===== src/rtl/wallace_mac.sv =====
// Burst multiply-accumulate around a word-level Wallace-tree 8x8 multiplier.
// Optional macro SATURATE_EN: clamp the accumulator on carry instead of wrapping.

module wallace_mul8 (
  input  logic [7:0]  i_a,
  input  logic [7:0]  i_b,
  output logic [15:0] o_p
);

  logic [15:0] w_pp [8];
  logic [15:0] w_s1, w_c1, w_s2, w_c2;
  logic [15:0] w_s3, w_c3, w_s4, w_c4;
  logic [15:0] w_s5, w_c5, w_s6, w_c6;

  function automatic logic [15:0] csa_s(
    input logic [15:0] x,
    input logic [15:0] y,
    input logic [15:0] z
  );
    return x ^ y ^ z;
  endfunction

  function automatic logic [15:0] csa_c(
    input logic [15:0] x,
    input logic [15:0] y,
    input logic [15:0] z
  );
    logic [15:0] m;
    m = (x & y) | (x & z) | (y & z);
    return {m[14:0], 1'b0};
  endfunction

  // Partial products: row i is a gated by b[i], shifted left by i
  always_comb begin
    for (int i = 0; i < 8; i++) begin
      w_pp[i] = {8'd0, i_a & {8{i_b[i]}}} << i;
    end
  end

  // Four 3:2 reduction layers (8 -> 6 -> 4 -> 3 -> 2 rows), then one adder
  always_comb begin
    w_s1 = csa_s(w_pp[0], w_pp[1], w_pp[2]);
    w_c1 = csa_c(w_pp[0], w_pp[1], w_pp[2]);
    w_s2 = csa_s(w_pp[3], w_pp[4], w_pp[5]);
    w_c2 = csa_c(w_pp[3], w_pp[4], w_pp[5]);
    w_s3 = csa_s(w_s1, w_c1, w_s2);
    w_c3 = csa_c(w_s1, w_c1, w_s2);
    w_s4 = csa_s(w_c2, w_pp[6], w_pp[7]);
    w_c4 = csa_c(w_c2, w_pp[6], w_pp[7]);
    w_s5 = csa_s(w_s3, w_c3, w_s4);
    w_c5 = csa_c(w_s3, w_c3, w_s4);
    w_s6 = csa_s(w_s5, w_c5, w_c4);
    w_c6 = csa_c(w_s5, w_c5, w_c4);
    o_p  = w_s6 + w_c6;
  end

endmodule

module wallace_mac #(
  parameter int ACC_W = 24,
  parameter int CNT_W = 8
) (
  input  logic             clk,
  input  logic             rst,
  input  logic             start,
  input  logic [CNT_W-1:0] len,
  input  logic             in_valid,
  output logic             in_ready,
  input  logic [7:0]       a,
  input  logic [7:0]       b,
  output logic             out_valid,
  input  logic             out_ready,
  output logic [ACC_W-1:0] acc_out,
  output logic             busy,
  output logic             ovf
);

  typedef enum logic [1:0] {
    S_IDLE,
    S_RUN,
    S_DRAIN,
    S_DONE
  } state_t;

  state_t           r_state;
  state_t           w_state_nxt;
  logic [CNT_W-1:0] r_cnt;
  logic [7:0]       r_a_q;
  logic [7:0]       r_b_q;
  logic             r_p_v;
  logic [ACC_W-1:0] r_acc;
  logic             r_ovf;
  logic             r_out_valid;
  logic [15:0]      w_p;
  logic             w_accept;
  logic             w_start;
  logic             w_take;
  logic [ACC_W:0]   w_sum;
  logic             w_carry;
  logic [ACC_W-1:0] w_acc_nxt;

  wallace_mul8 u_mul (
    .i_a (r_a_q),
    .i_b (r_b_q),
    .o_p (w_p)
  );

  assign w_accept = (r_state == S_RUN) && in_valid;
  assign w_start  = (r_state == S_IDLE) && start;
  assign w_take   = r_out_valid && out_ready;

  // Widened add exposes the carry out of the accumulator
  always_comb begin
    w_sum     = {1'b0, r_acc} + (ACC_W + 1)'(w_p);
    w_carry   = w_sum[ACC_W];
`ifdef SATURATE_EN
    w_acc_nxt = w_carry ? '1 : w_sum[ACC_W-1:0];
`else
    w_acc_nxt = w_sum[ACC_W-1:0];
`endif
  end

  // State register
  always_ff @(posedge clk) begin
    if (rst) r_state <= S_IDLE;
    else     r_state <= w_state_nxt;
  end

  // Next-state decode
  always_comb begin
    w_state_nxt = r_state;
    unique case (r_state)
      S_IDLE: begin
        if (start) begin
          if (len != '0) w_state_nxt = S_RUN;
          else           w_state_nxt = S_DONE;
        end
      end
      S_RUN: begin
        if (w_accept && r_cnt == CNT_W'(1))
          w_state_nxt = S_DRAIN;
      end
      S_DRAIN: w_state_nxt = S_DONE;
      S_DONE: begin
        if (w_take) w_state_nxt = S_IDLE;
      end
      default: w_state_nxt = S_IDLE;
    endcase
  end

  // Moore outputs
  always_comb begin
    in_ready = (r_state == S_RUN);
    busy     = (r_state != S_IDLE);
  end

  // Operand capture, pair counter and accumulator
  always_ff @(posedge clk) begin
    if (rst) begin
      r_cnt <= '0;
      r_a_q <= '0;
      r_b_q <= '0;
      r_p_v <= 1'b0;
      r_acc <= '0;
      r_ovf <= 1'b0;
    end else begin
      r_p_v <= w_accept;
      if (w_accept) begin
        r_a_q <= a;
        r_b_q <= b;
        r_cnt <= r_cnt - CNT_W'(1);
      end
      if (w_start) begin
        r_acc <= '0;
        r_ovf <= 1'b0;
        r_cnt <= len;
      end else if (r_p_v) begin
        r_acc <= w_acc_nxt;
        if (w_carry) r_ovf <= 1'b1;
      end
    end
  end

  // Result valid rises one cycle into DONE and drops after the handshake
  always_ff @(posedge clk) begin
    if (rst) r_out_valid <= 1'b0;
    else     r_out_valid <= (r_state == S_DONE) && !w_take;
  end

  assign out_valid = r_out_valid;
  assign acc_out   = r_acc;
  assign ovf       = r_ovf;

endmodule


===== config.mk =====
export PLATFORM = sky130hd
export DESIGN_NAME = wallace_mac
export DESIGN_NICKNAME = d
export VERILOG_FILES = /design/src/rtl/wallace_mac.sv
export SDC_FILE = /design/constraint.sdc
export NUM_CORES = 1
export LEC_CHECK = 0
export BUFFER_PORTS_ARGS = -buffer_cell sky130_fd_sc_hd__buf_4
export CAP_MARGIN = 40
export CORE_MARGIN = 2
export CORE_UTILIZATION = 29
export CTS_BUF_LIST = sky130_fd_sc_hd__clkbuf_2 sky130_fd_sc_hd__clkbuf_4 sky130_fd_sc_hd__clkbuf_8
export CTS_CLUSTER_DIAMETER = 50
export DETAILED_ROUTE_END_ITERATION = 8
export GPL_TIMING_DRIVEN = 0
export HOLD_SLACK_MARGIN = 0.05
export PLACE_DENSITY = 0.52
export SYNTH_ARGS = -nofsm -noshare
export SYNTH_HDL_FRONTEND = slang
export SYNTH_SLANG_ARGS = --single-unit
export TNS_END_PERCENT = 20

===== constraint.sdc =====
create_clock -name clk -period 5.94 [get_ports clk]
set_clock_uncertainty 0.1 [all_clocks]
set_input_delay 0.297 -clock clk [delete_from_list [all_inputs] [get_ports clk]]
set_output_delay 0.297 -clock clk [all_outputs]
set_load 0.02 [all_outputs]

Word level (Yosys, flattened, before mapping)
Index checks and enable logic that the tools add are counted.
{ "classes": {"n_addsub": 3, "mul": 0, "div": 0, "order_cmp": 0, "n_eq_ne": 7, "shifts": 0, "mux": 7, "bitwise": 50, "reduce_logical": 13} }
{ "op_table": {"columns": ["operator", "count"], "rows": [
  ["AND 15 bit", 10],
  ["OR 15 bit", 10],
  ["XOR 16 bit", 6],
  ["AND 8 bit", 8],
  ["adder 24 x 16 -> 25 bit", 1],
  ["adder 16 bit", 1],
  ["two-way mux 8 bit", 2],
  ["XOR 16 x 14 -> 16 bit", 1],
  ["XOR 16 x 15 -> 16 bit", 1],
  ["AND 14 x 15 -> 15 bit", 1],
  ["AND 15 x 14 -> 15 bit", 1],
  ["OR 15 x 10 -> 15 bit", 1],
  ["OR 15 x 13 -> 15 bit", 1],
  ["AND 11 x 13 -> 13 bit", 1],
  ["AND 12 x 13 -> 13 bit", 1],
  ["XOR 12 x 13 -> 13 bit", 1],
  ["AND 11 x 12 -> 12 bit", 1],
  ["XOR 11 x 12 -> 12 bit", 1],
  ["AND 8 x 10 -> 10 bit", 1],
  ["AND 9 x 10 -> 10 bit", 1],
  ["XOR 9 x 10 -> 10 bit", 1],
  ["AND 8 x 9 -> 9 bit", 1],
  ["XOR 8 x 9 -> 9 bit", 1],
  ["== test 8 x 1 -> 1 bit (second input constant)", 1],
  ["15 further kinds", 25]
]} }
{ "totals": {"reg_bits": 53, "latch_bits": 0, "ram_bits": 0, "rom_bits": 0, "inputBits": 29, "out_inout_bits": 28, "elab_cells": 88, "mem_count": 0} }

Depth between registers and ports, before layout
Gate-level depths: netlist (run 1).
{ "depth": {"depth_word": 16, "mapped_depth": 23, "mapped_depth_nobuf": 22} }

By module
Synthesis (run 1) repeated with hierarchy kept, for this count alone.
{ "unflattened": {"hier_cells": 592, "hier_area_um2": 4961.0} }
{ "by_module_without_submodules": {"columns": ["module", "n_inst", "cells_each", "area_per_inst_um2", "seq_area_each_um2"], "rows": [
  ["wallace_mac", 1, 387, 3061.7, 1061.0],
  ["wallace_mul8", 1, 205, 1899.3, 0.0]
]} }

Least setup slack after synthesis (run 1)
OpenSTA, ideal clock, no wires.
{ "synth_path": {"path_type": "register to register", "start": "register r_a_q[5]", "end": "register r_ovf, in the netlist ovf", "setup_time_ns": 0.115, "arrival_time_ns": 5.357, "required_ns": 5.725, "slack_ns": 0.368, "path_stages_with_launch": 24, "n_path_buf": 2, "period_less_slack_ns": 5.572, "path_cell_list": "dfxtp_1 -> clkbuf_1 -> nand2_1 -> fa_1 -> fa_1 -> inv_1 -> fa_1 -> ha_1 -> ha_1 -> fa_1 -> a21o_1 -> a21oi_2 -> o21bai_1 -> a21oi_2 -> or4b_1 -> o211ai_1 -> ha_1 -> buf_6 -> nand2_1 -> nand2_1 -> nor3_1 -> a21oi_2 -> a31oi_1 -> nor2_1"} }
{ "synth_between": {"elab_chain_cells": 16, "elab_cells_between_ends": 53, "classes_between": "add/sub: 2; bitwise: 50; reduce/logical: 1"} }
{ "synth_rtl": {"columns": ["element", "line", "text"], "rows": [
  ["start, declared", "88", "logic [7:0] r_a_q;"],
  ["start signal, assigned", "161", "r_a_q <= '0;"],
  ["start signal, assigned", "169", "r_a_q <= a;"],
  ["AND 8 bit", "36", "w_pp[i] = {8'd0, i_a & {8{i_b[i]}}} << i;"],
  ["AND 8 x 9 -> 9 bit / AND 8 x 10 -> 10 bit (equally long branches)", "29", "m = (x & y) | (x & z) | (y & z);"],
  ["OR 15 bit", "29", null],
  ["OR 15 x 10 -> 15 bit", "29", null],
  ["AND 15 bit", "29", null],
  ["OR 15 bit (2 in a row)", "29", null],
  ["AND 15 bit", "29", null],
  ["OR 15 bit (2 in a row)", "29", null],
  ["AND 15 bit", "29", null],
  ["OR 15 bit (2 in a row)", "29", null],
  ["adder 16 bit (*)", "54", "o_p = w_s6 + w_c6;"],
  ["adder 24 x 16 -> 25 bit (*)", "114", "w_sum = {1'b0, r_acc} + (ACC_W + 1)'(w_p);"],
  ["AND reduction 2 bit (no line) (*)", null, null],
  ["end signal, assigned", "165", "r_ovf <= 1'b0;"],
  ["end signal, assigned", "175", "r_ovf <= 1'b0;"],
  ["end signal, assigned", "179", "if (w_carry) r_ovf <= 1'b1;"],
  ["end, declared", "92", "logic r_ovf;"]
]} }
Mark *: on every way between the ends. The rest lies on a longest branch, timed or not.
A chain may end at the register's enable or synchronous reset.

Worst setup path in the final report (run 1)
{ "layout_path": {"start": "register r_a_q[4]", "end": "register r_acc[17], in the netlist acc_out[17]"} }
{ "layout_between": {"elab_chain_cells": 15, "elab_cells_between_ends": 52, "classes_between": "add/sub: 2; bitwise: 50"} }
{ "layout_rtl": {"columns": ["element", "line", "text"], "rows": [
  ["AND 8 bit", "36", null],
  ["AND 8 x 9 -> 9 bit / AND 8 x 10 -> 10 bit (equally long branches)", "29", null],
  ["OR 15 bit", "29", null],
  ["OR 15 x 10 -> 15 bit", "29", null],
  ["AND 15 bit", "29", null],
  ["OR 15 bit (2 in a row)", "29", null],
  ["AND 15 bit", "29", null],
  ["OR 15 bit (2 in a row)", "29", null],
  ["AND 15 bit", "29", null],
  ["OR 15 bit (2 in a row)", "29", null],
  ["adder 16 bit (*)", "54", null],
  ["adder 24 x 16 -> 25 bit (*)", "114", null],
  ["end signal, assigned", "178", "r_acc <= w_acc_nxt;"],
  ["end, declared", "91", "logic [ACC_W-1:0] r_acc;"]
]} }
Marked as above.

==> flow_results.org, run 1 <==
** Clock network
- After clock tree synthesis, the clock-pin slew on the worst setup and hold paths is 0.11 ns.
- Root buf cell :: sky130_fd_sc_hd__clkbuf_8
- Post-CTS Hold Fix Bufs :: 0
- Maximum clock insertion buffer count :: 2
- CTS saw 53 sinks.
- Counting the buffers created by CTS gives 5.
- CTS built an H-tree with a depth of 2.
- TritonCTS built the clock tree.
- At the later pin of the worst-skew pair, clock insertion delay measures 0.34 ns.

** Critical path
- Required arrival time at the worst endpoint :: 6.09 ns
- In this run the worst setup path begins at r_a_q[4].
- Data arrival time at the worst-slack endpoint :: 5.77 ns
- Measured in cells, the most critical reg-to-reg path has a length of 22.
- The worst setup path is captured at a register.
- Largest fanout on the critical path :: 9
- By startpoint and endpoint, the worst setup path is classified as reg2reg.
- R2r startpoint :: r_a_q[4]
- STA classifies the critical path startpoint as a register.

** Routing
- Post-detailed-route count of antenna-violating nets :: 0
- After detailed routing, the number of remaining DRC violations is 0.
- The routed design has 12.2 mm of wire.
- In this run, the number of DRC markers left after iteration 0 of detailed routing was 218.
- The routed layout has 4279 vias.
- Drt pass-1 iters :: 4
- Dividing the detail-routed via count by the number of cells gives 4.87.
- Routed length per placed instance :: 13.9 um

** GRT
- Maximum number of pins on one net before global-route repair :: 16
- Vias in the first global route :: 4243
- The first global-routing pass estimated 20.2 mm of wire.
- For this run, the total global-route usage over all layers was measured as 0.138.
- Number of antenna violations at the first check in global routing :: 0
- After global routing the overflow that remains totals 0.

** Hold path
- The path class of the tightest hold or removal check is in2reg.
- The startpoint identified for the worst hold timing path is b[2].
- Number of cells on the worst hold path :: 3

** Outcome
- Result of the run :: finished, final reports clean

** STA
- The worst path in the final design needs a cycle of 5.63 ns, including I/O delays and setup.
- Worst Max-Slew Pin Slew :: 0.832 ns
- Headroom to the max-slew limit :: 0.445
- Max-slew violation total from the final report :: 0
- Peak clock frequency supported by timing :: 0.178 GHz
- The total count of hold-check failures in the final report was 0.
- Setup violations remaining at the end of the flow were counted as 0.
- In the finished design, the share of the clock period the worst path needs comes to 0.947.
- Worst hold margin :: 0.103 ns

** Finish
- In the final layout, the share of cells above drive strength 1 is 0.167.
- The area growth from synthesis to layout is 17.1%.
- After filler insertion, the fill cell instance count of the layout stands at 1794.
- Leaving out fill and tap cells, the most frequent cell in the layout is sky130_fd_sc_hd__nand2_1.
- After the last flow step, the layout net total stands at 772.
- At the end of the flow the core is filled with cells to 0.344.
- Count of inserted antenna diode cells :: 0
- Post-route cell area :: 5880 um2
- In the layout the commonest cells are sky130_fd_sc_hd__nand2_1 (82), sky130_fd_sc_hd__buf_4 (58), sky130_fd_sc_hd__ha_1 (50), sky130_fd_sc_hd__inv_1 (49).

** Floorplan
- From bottom edge to top edge, the die measures 136 um.
- Placeable core region :: 17100 um2
- For this configuration, the core starts out at a cell density of 0.294.
- Die Outline Area :: 18400 um2
- X dimension of the die :: 136 um
- The floorplan has 48 rows.
- Top-level port count :: 57

** Logic synthesis
- Post-synth EDFFs :: 0
- The number of nets in the synthesized netlist is 712.
- Summing every instance area after synthesis gives 5030 um2.
- For this run, the number of Yosys warnings is 0.
- Averaged over all synthesized cells, the footprint is 8.48 um2.
- Total of flip-flops plus latches after synthesis :: 53
- Count of distinct cell types in the synthesized netlist :: 55
- Of the synthesized area, sequential elements account for 0.211.
- For this run, asynchronously set or reset flops after synthesis account for 0.
- Mapped Cells :: 593
- Predominant post-synthesis flop cell :: sky130_fd_sc_hd__dfxtp_1

** Pwr
- Across the VDD grid, the largest voltage drop is 0.000212 V.
- Leakage power :: 2.55 nW
- Power density normalized to cell area :: 174 nW/um2

** Job
- Max-cap violations in this run came to 0.

** Placed design
- Buffers placed on the I/O ports in this run total 56.
- Once placement finished, the instance area stood at 5730 um2.
- At the end of routability-driven placement, the weighted congestion stood at 0.870.
- DP HPWL :: 9.87 mm
==> stage by stage <==
stage | worst slack (ns) | total power, W | setup TNS (ns) | cells
after floorplan | 0.368 | 0.000685 | 0 | 593
after global placement | -0.174 | 0.000795 | -1.18 | 874
after detailed placement | -0.237 | 0.000806 | -1.55 | 874
after CTS | 0.0000853 | 0.00103 | 0 | 876
after global routing | -0.00243 | 0.00110 | -0.00243 | 878
final | 0.314 | 0.00102 | 0 | 878
==> worst max-delay path: stages (launching register included) <==
cell                        delay, ns
sky130_fd_sc_hd__dfxtp_2         0.38
sky130_fd_sc_hd__and2_1          0.19
sky130_fd_sc_hd__fa_1            0.53
sky130_fd_sc_hd__inv_1           0.05
sky130_fd_sc_hd__fa_1            0.46
sky130_fd_sc_hd__fa_1            0.52
sky130_fd_sc_hd__fa_1            0.54
sky130_fd_sc_hd__inv_1           0.04
sky130_fd_sc_hd__ha_1            0.31
sky130_fd_sc_hd__a21o_1          0.18
sky130_fd_sc_hd__a21oi_2         0.15
sky130_fd_sc_hd__o21bai_2        0.09
sky130_fd_sc_hd__a21oi_2         0.18
sky130_fd_sc_hd__or4b_1          0.44
sky130_fd_sc_hd__o211ai_1        0.14
sky130_fd_sc_hd__ha_1            0.19
sky130_fd_sc_hd__buf_6           0.12
sky130_fd_sc_hd__inv_1           0.05
sky130_fd_sc_hd__o2111ai_1       0.23
sky130_fd_sc_hd__a21oi_2         0.09
sky130_fd_sc_hd__a211oi_1        0.35
sky130_fd_sc_hd__xnor2_1         0.16
sky130_fd_sc_hd__nor2_1          0.05
==> final timing paths <==
check           endpoint  slack [ns]
max          acc_out[17]        0.31
max reg2reg  acc_out[17]        0.31
min             r_b_q[2]        0.10
min reg2reg          ovf        0.40
==> routing by layer <==
| metal | GRT usage | wire [um] |
|---|---|---|
| met5 | 0 | 0 |
| met4 | 0.0405 | 212 |
| met3 | 0.0269 | 464 |
| met2 | 0.230 | 5790 |
| met1 | 0.180 | 5720 |
==> layout make-up <==
cell class / count / area (um2) / area share
multi-input cells: 472 / 3730 / 0.633
flip-flops and latches: 53 / 1090 / 0.185
repair buffers: 58 / 435 / 0.0740
well taps: 225 / 282 / 0.0478
inverters: 49 / 184 / 0.0313
clock buffers: 6 / 82.6 / 0.0140
plain buffers: 14 / 78.8 / 0.0134
clock inverters: 1 / 7.51 / 0.00128
==> repair_timing <==
action	CTS	global route
buffers inserted	0	2
setup endpoints to repair	9	10
pin swaps	0	5
gates resized for setup	3	23
==> cells in the mapped netlist, types with 4 or more instances <==
| master | n | area (um2) |
|---|---|---|
| sky130_fd_sc_hd__a21oi_2 | 5 | 43.8 |
| sky130_fd_sc_hd__fa_1 | 40 | 801 |
| sky130_fd_sc_hd__a31o_1 | 6 | 52.6 |
| sky130_fd_sc_hd__nor4_1 | 6 | 37.5 |
| sky130_fd_sc_hd__mux2i_1 | 8 | 80.1 |
| sky130_fd_sc_hd__a21oi_1 | 46 | 230 |
| sky130_fd_sc_hd__nor2_1 | 42 | 158 |
| sky130_fd_sc_hd__o211ai_1 | 5 | 37.5 |
| sky130_fd_sc_hd__and2_1 | 44 | 275 |
| sky130_fd_sc_hd__xor2_1 | 7 | 61.3 |
| sky130_fd_sc_hd__o21ai_1 | 9 | 45.0 |
| sky130_fd_sc_hd__a211oi_2 | 4 | 50.1 |
| sky130_fd_sc_hd__a211oi_1 | 15 | 113 |
| sky130_fd_sc_hd__a21o_1 | 9 | 67.6 |
| sky130_fd_sc_hd__inv_1 | 49 | 184 |
| sky130_fd_sc_hd__nand3_1 | 14 | 70.1 |
| sky130_fd_sc_hd__ha_1 | 50 | 626 |
| sky130_fd_sc_hd__nand2b_1 | 4 | 25.0 |
| sky130_fd_sc_hd__nor3_1 | 9 | 45.0 |
| sky130_fd_sc_hd__o21bai_1 | 5 | 37.5 |
| sky130_fd_sc_hd__nand2_1 | 82 | 308 |
| sky130_fd_sc_hd__clkbuf_1 | 15 | 56.3 |
| sky130_fd_sc_hd__xnor2_1 | 17 | 149 |
| sky130_fd_sc_hd__o21ai_0 | 7 | 35.0 |
| sky130_fd_sc_hd__dfxtp_1 | 53 | 1060 |
==> registers in the layout, summed over array words and instances, names as in the netlist <==
signal,cells
acc_out,24
r_a_q,8
r_b_q,8
r_cnt,8
r_state,2
out_valid,1
ovf,1
r_p_v,1
==> power breakdown <==
group | switching [W] | total [W] | leakage, nW | internal [W]
sequential | 0.0000619 | 0.000461 | 0.438 | 0.000400
clock | 0.000134 | 0.000226 | 0.0433 | 0.0000927
combinational | 0.000204 | 0.000337 | 2.07 | 0.000132
total | 0.000400 | 0.00102 | 2.55 | 0.000625
==> logic make-up after synthesis <==
kind of cell               count (synthesis)  synth area share
and+or+nand+nor                          224             0.222
AOI/OAI and AO/OA                        126             0.170
adders and majority gates                 90             0.284
buffers and inverters                     68            0.0560
DFF                                       53             0.211
xor gates and xnor gates                  24            0.0418
muxes                                      8            0.0159
No activity file was read; power rests on OpenSTA's default activity.
==> run 2, diff against run 1 <==
Settings changed: CORE_UTILIZATION 29 to 55, PLACE_DENSITY 0.52 to 0.84.
==> run 2 against run 1 <==
Core utilization rose by 31 points. Global-route usage rose by 10 points. Via count rose by 4.0%. Total power rose by 3.6%. Sequential share of layout area rose by 0.34 points. Flip-flop and latch count did not move. Worst hold slack got worse by 0.0021 ns. Clock power rose by 17%. Sequential power barely moved. Largest cell class unchanged. Worst setup slack got worse by 0.095 ns. Largest power group unchanged. First-iteration DRC count rose by 6.0%. Die area fell by 46%.
==> flow_results.org, run 2 (synthesized netlist as in run 1, its figures left out) <==
** Outcome
- Result of the run :: finished, final reports clean

** STA
- Max-slew violation total from the final report :: 0
- Counting I/O delays and the setup requirement, the final critical path takes 5.72 ns.
- Worst Max-Slew Pin Slew :: 0.783 ns
- The total count of hold-check failures in the final report came to 0.
- Measured against its own limit, the worst slew margin works out to 0.478.
- Of the available clock period, the critical path in the final layout requires 0.963.
- Setup violations remaining at the end of the flow were counted as 0.
- Peak clock frequency supported by timing :: 0.175 GHz
- Adding up every negative setup slack in the final design gives 0 ns.
- Setup repair after global routing could not meet its margin everywhere.

** Critical path
- At the worst endpoint, the arrival time is 5.83 ns.
- Chain of cells forming the critical path :: and2_1, fa_1, inv_1, fa_1, fa_1, fa_1, inv_1, ha_1, a21o_1, a21oi_2, o21bai_2, a21oi_2, or4b_1, o211ai_1, ha_1, buf_6, inv_1, o21ai_0, a31oi_2, a211oi_2, xnor2_1, nor2_1
- R2r startpoint :: r_a_q[4]
- Crit path buffers/inverters :: 4
- Counting cells, the worst reg-to-reg path comes to 22.
- In this design, the stage delay of the slowest critical-path cell is 0.54 ns.
- The kind of cell with the highest combined delay along the critical path is adder cells.
- The worst setup path is captured at a register.
- Reg2reg setup slack :: 0.22 ns
- The endpoint identified for the worst register-to-register timing path is acc_out[21].
- Critical path depth in cells :: 22
- Cell mode on critical path :: sky130_fd_sc_hd__fa_1
- Of all nets on the critical path, the largest fanout is 9.
- On the critical path, the stage with the largest delay is an instance of sky130_fd_sc_hd__fa_1.
- At the worst endpoint, the required time is 6.05 ns.
- The worst setup path is of the reg2reg kind.
- Startpoint type of the worst setup path :: register

** Clock network
- Post-CTS Hold Fix Bufs :: 0
- The clock passes through at most 2 buffers.
- TritonCTS created 5 clock buffers.
- The tree is rooted in a sky130_fd_sc_hd__clkbuf_8.
- Clock tree sinks :: 53
- At the later pin of the worst-skew pair, clock insertion delay measures 0.32 ns.
- CTS built an H-tree with a depth of 2.
- CTS tree :: built
- Worst-path clk slew :: 0.11 ns

** Routing
- The final layout contains routed wiring with a total length of 11.7 mm.
- After detailed routing, the met2 layer carries 5.96 mm of wire.
- Wire segments on met3 add up to 601 um in the final route.
- After detailed routing, the number of remaining DRC violations is 0.
- Highest routed metal layer :: met4
- Drt pass-1 iters :: 5
- In this run, the number of DRC markers left after iteration 0 of detailed routing was 231.
- Average vias per placed instance :: 5.82
- Post-detailed-route count of antenna-violating nets :: 0
- In the final routed layout, each cell accounts on average for 15.4 um.
- Routed via count :: 4449
- In the final routing, the length of wire on met1 measures 5.04 mm.

** Floorplan
- Row generation in the floorplan step produced 34 rows.
- The die is 99.6 um tall.
- For this configuration, the core starts out at a cell density of 0.571.
- From left edge to right edge, the die measures 99.6 um.
- The die covers 9920 um2.
- Placeable core region :: 8810 um2
- Top-level port count :: 57

** Placed design
- Once detailed placement completed, the half-perimeter wirelength came to 9.28 mm.
- Buffers placed on the I/O ports in this run total 56.
- Routability congestion estimate :: 0.972

** Hold path
- The worst hold path terminates at r_a_q[4].
- Min-delay worst type :: in2reg
- The startpoint identified for the worst hold timing path is a[4].
- Number of cells on the worst hold path :: 3

** Finish
- In the layout the commonest cells are sky130_fd_sc_hd__nand2_1 (82), sky130_fd_sc_hd__buf_4 (59), sky130_fd_sc_hd__inv_1 (49), sky130_fd_sc_hd__ha_1 (48).
- Number of flip-flops under the largest register name :: 24
- The number of antenna diodes in the final layout is 0.
- Most common cell after layout, fill and taps aside :: sky130_fd_sc_hd__nand2_1
- In the final design database the tool counted 774 nets.
- Layout cells sized above 1 :: 0.178
- The area growth from synthesis to layout is 15.1%.

** Pwr
- The analysis attributes to cell leakage a power of 2.57 nW.
- IR analysis of the VDD net gives a maximum drop of 0.000191 V.
- Power after layout :: 0.00106 W
- Power density normalized to cell area :: 184 nW/um2

** GRT
- Maximum number of pins on one net before global-route repair :: 18
- Vias in the first global route :: 4276
- Number of antenna violations at the first check in global routing :: 0
- First-pass GRT wire length :: 19.4 mm
- Total grt overflow :: 0
- Across every metal layer, demand over resource in global routing totals 0.240.

** Job
- Max-cap violations :: 0
run 2: repair_timing:
item                       in CTS  in global routing
pin swaps                       0                  6
resized for setup               2                 28
buffers inserted                0                  4
setup endpoints to repair       9                 10
run 2: power by group:
part | switching (W) | internal (W) | leakage (nW)
logic | 0.000201 | 0.000134 | 2.08
clock network | 0.000137 | 0.000127 | 0.0585
registers | 0.0000627 | 0.000400 | 0.438
total | 0.000401 | 0.000660 | 2.57
run 2: cell type report:
type                            instances  area [um2]
Timing Repair Buffer                   60         448
Tap cell                              108         135
Fill cell                             734        3020
Inverter                               49         184
Sequential cell                        53        1090
Clock buffer                            5        68.8
Buffer                                 14        78.8
Multi-Input combinational cell        472        3740
Clock inverter                          3        43.8
run 2: how the worst max path moves through the flow:
stage	startpoint	end	slack (ns)
after detailed placement	r_b_q[0]	ovf	-0.14
after global routing	r_a_q[4]	acc_out[21]	-0.04
after floorplan	r_a_q[5]	ovf	0.37
after global placement	r_b_q[0]	ovf	-0.05
final	r_a_q[4]	acc_out[21]	0.22
after CTS	r_a_q[2]	acc_out[21]	0.02
run 2: metrics by stage:
stage | utilization | setup WS, ns | std cells | area (um2) | hold WS (ns)
global route | 0.657 | -0.0359 | 764 | 5780 | 0.101
finish | 0.657 | 0.220 | 764 | 5780 | 0.101
CTS | 0.645 | 0.0158 | 760 | 5680 | 0.106
floorplan | - | 0.368 | 593 | 5030 | 0.333
detailed placement | 0.634 | -0.137 | 757 | 5580 | 0.394
global placement | 0.634 | -0.0494 | 757 | 5580 | 0.357
run 2: per-layer routing:
layer,vias to the layer above,GRT usage
met5,-,0
met4,0,0.0527
met3,15,0.0330
met2,131,0.428
met1,2161,0.310
li1,2142,-
run 2: worst min-delay path, delay by kind of cell:
kind | cells | cell delay [ns]
buf+inv | 1 | 0.11
compound gates | 1 | 0.05
simple gates | 1 | 0.05
==> run 3, diff against run 2 <==
Settings changed: PLACE_DENSITY 0.84 to 0.81.
Clock period 5.94 ns to 6.3 ns, I/O delays scaled along.
==> run 3 against run 2 <==
Sequential share of layout area about the same. Clock power down 17%. Sequential power down 6.1%. Global-route usage up 0.18 points. Routed wire length down 0.54%. Design area down 2.0%. Core utilization down 1.3 points. Critical path depth unchanged. Total power down 9.0%. Register-to-register slack better by 0.18 ns. Clock-buffer cell count up 1. Largest cell class unchanged.
==> flow_results.org, run 3 (synthesized netlist as in run 1, its figures left out) <==
** Critical path
- The most numerous cell type found on the critical path is sky130_fd_sc_hd__fa_1.
- STA puts the critical path data required time at 6.48 ns.
- The critical path starts at r_b_q[2].
- Largest fanout on the critical path :: 9
- Endpoint kind of the worst setup timing path :: register
- Walking the worst path, the cells encountered are nand2_1, fa_1, fa_1, inv_1, fa_1, ha_1, ha_1, fa_1, a21o_1, a21oi_2, o21bai_1, a21oi_2, or4b_1, o211ai_1, ha_1, buf_6, inv_1, o2111ai_1, a21oi_1, a21oi_1, a21oi_1, a31o_1.
- Startpoint type of the worst setup path :: register
- R2r startpoint :: r_b_q[2]
- Setup CP Type :: reg2reg
- Library cell contributing the largest single delay on the critical path :: sky130_fd_sc_hd__dfxtp_1
- Delay of the slowest critical-path stage :: 0.55 ns
- For the worst setup path, the data arrival time is 6.07 ns.

** Pwr
- The analysis attributes to cell leakage a power of 2.53 nW.
- Power density normalized to cell area :: 170 nW/um2
- Overall power consumption after layout is estimated at 0.000966 W.
- Across the VDD grid, the largest voltage drop is 0.000213 V.

** STA
- Fraction of the cycle the final worst path needs :: 0.936
- Worst Max-Slew Pin Slew :: 0.813 ns
- Headroom to the max-slew limit came out at 0.458.
- The total count of hold-check failures in the final report came to 0.
- Final Critical Period :: 5.90 ns
- The final max-slew violation count is 0.
- Unrepaired setup endpoints after global routing :: false
- Final sum of negative setup slack :: 0 ns
- Final setup fails :: 0
- Post-route setup slack :: 0.403 ns
- Based on the critical path, the design can be clocked at up to 0.170 GHz.

** Floorplan
- In this run the horizontal extent of the chip is 99.6 um.
- The floorplan step defined a core boundary enclosing 8810 um2.
- Cell row count :: 34
- For this configuration, the core starts out at a cell density of 0.571.
- Die H :: 99.6 um
- Top-level port count :: 57
- Die Outline Area :: 9920 um2

** Clock network
- Once the clock tree was built, the setup fixing pass inserted 0 buffers.
- CTS tree :: built
- The longest clock path from root to sink contains 2 buffers.
- The H-tree was split into 2 levels.
- The clock drives 53 sinks.
- Latest clock arrival within the worst-skew pair :: 0.32 ns
- Counting the buffers created by CTS gives 5.
- Worst-path clk slew :: 0.11 ns
- Root buf cell :: sky130_fd_sc_hd__clkbuf_8

** Routing
- Routed via count :: 4385
- In this run the remaining antenna-violating nets after routing total 0.
- Drt total wl :: 11.7 mm
- After detailed routing, the number of remaining DRC violations is 0.
- Average vias per placed instance :: 5.77
- Routed length per placed instance :: 15.4 um
- Drt pass-1 iters :: 5
- Starting DRC count in detailed routing :: 173

** Placed design
- Port Buffer Count :: 56
- Worst slack, placed :: 0.211 ns
- At the end of routability-driven placement, the weighted congestion stood at 0.951.
- After legalization and detailed placement, the total HPWL measured 9.30 mm.

** Finish
- The number of antenna diodes in the final layout is 0.
- Number of flip-flops under the largest register name :: 24
- Compared with the post-synthesis result, the final layout area differs by 12.8%.
- The filler cells instantiated in the layout total 719.
- Registers take 1060 um2.
- Leaving out fill and tap cells, the most frequent cells in the layout are sky130_fd_sc_hd__nand2_1 (82), sky130_fd_sc_hd__buf_4 (56), sky130_fd_sc_hd__ha_1 (50), sky130_fd_sc_hd__dfxtp_1 (50), sky130_fd_sc_hd__inv_1 (49).
- Of the cells placed in the final design, the portion with a size suffix greater than 1 is 0.141.
- Most common cell after layout, fill and taps aside :: sky130_fd_sc_hd__nand2_1
- Area occupied by multi-input gates :: 3690 um2
- Net count, final :: 770

** Outcome
- The flow ran to the end, and the final reports show no timing, DRC or antenna violations.

** Job
- Max-cap violations :: 0

** GRT
- Global routing usage summed across all routing layers :: 0.242
- Vias in the first global route :: 4267
- The number of antenna violations at the first check in global routing is 0.
- The first global-routing pass estimated 19.6 mm of wire.
- Maximum number of pins on one net before global-route repair :: 18
- Global routing finished with a remaining overflow of 0.

** Hold path
- Launch instance of the worst min-delay path :: a[5]
- The worst hold path belongs to the class in2reg.
run 3: worst max-delay path, delay by kind of cell, from the launching register on:
family | cells | cell delay [ns]
adders and majority gates | 7 | 2.68
and+or+nand+nor | 2 | 0.57
DFF | 1 | 0.55
buffers and inverters | 3 | 0.26
AOI/OAI and AO/OA | 10 | 1.70
run 3: routing by layer:
layer  GRT usage  share of wire  routed length (um)
met1       0.317           0.44                5170
met2       0.424           0.50                5860
met3      0.0281          0.038                 445
met4      0.0643          0.018                 205
met5           0              0                   0
run 3: worst paths after layout:
check,endpoint,slack [ns],cells after the start
worst min register to register,ovf,0.40,2
worst max-delay path,acc_out[23],0.40,22
worst max register to register,acc_out[23],0.40,22
worst min-delay path,r_a_q[5],0.13,3
run 3: final cells by class:
| class | count | share of cell area |
|---|---|---|
| plain buffers | 14 | 0.0139 |
| inverters | 49 | 0.0324 |
| multi-input cells | 472 | 0.650 |
| repair buffers | 56 | 0.0741 |
| clock buffers | 6 | 0.0146 |
| clock inverters | 2 | 0.00287 |
| well taps | 108 | 0.0238 |
| flip-flops and latches | 53 | 0.188 |
run 3: timing repair:
item                                    in CTS  in global routing
resized for setup                            0                  4
hold buffers                                 0                  0
endpoints found under the setup margin       0                  9
run 3: report_power, final:
part	internal (W)	switching (W)
registers	0.000375	0.0000596
clock network	0.0000910	0.000128
logic	0.000125	0.000188
total	0.000590	0.000376
run 3: metrics by stage:
step                      utilization  instance area (um2)  hold slack (ns)  instances
after detailed placement        0.634                 5580            0.375        757
after floorplan                     -                 5030            0.351        593
after global placement          0.634                 5580            0.361        757
final                           0.644                 5670            0.134        760
after global routing            0.644                 5670            0.141        760
after CTS                       0.645                 5680            0.134        765
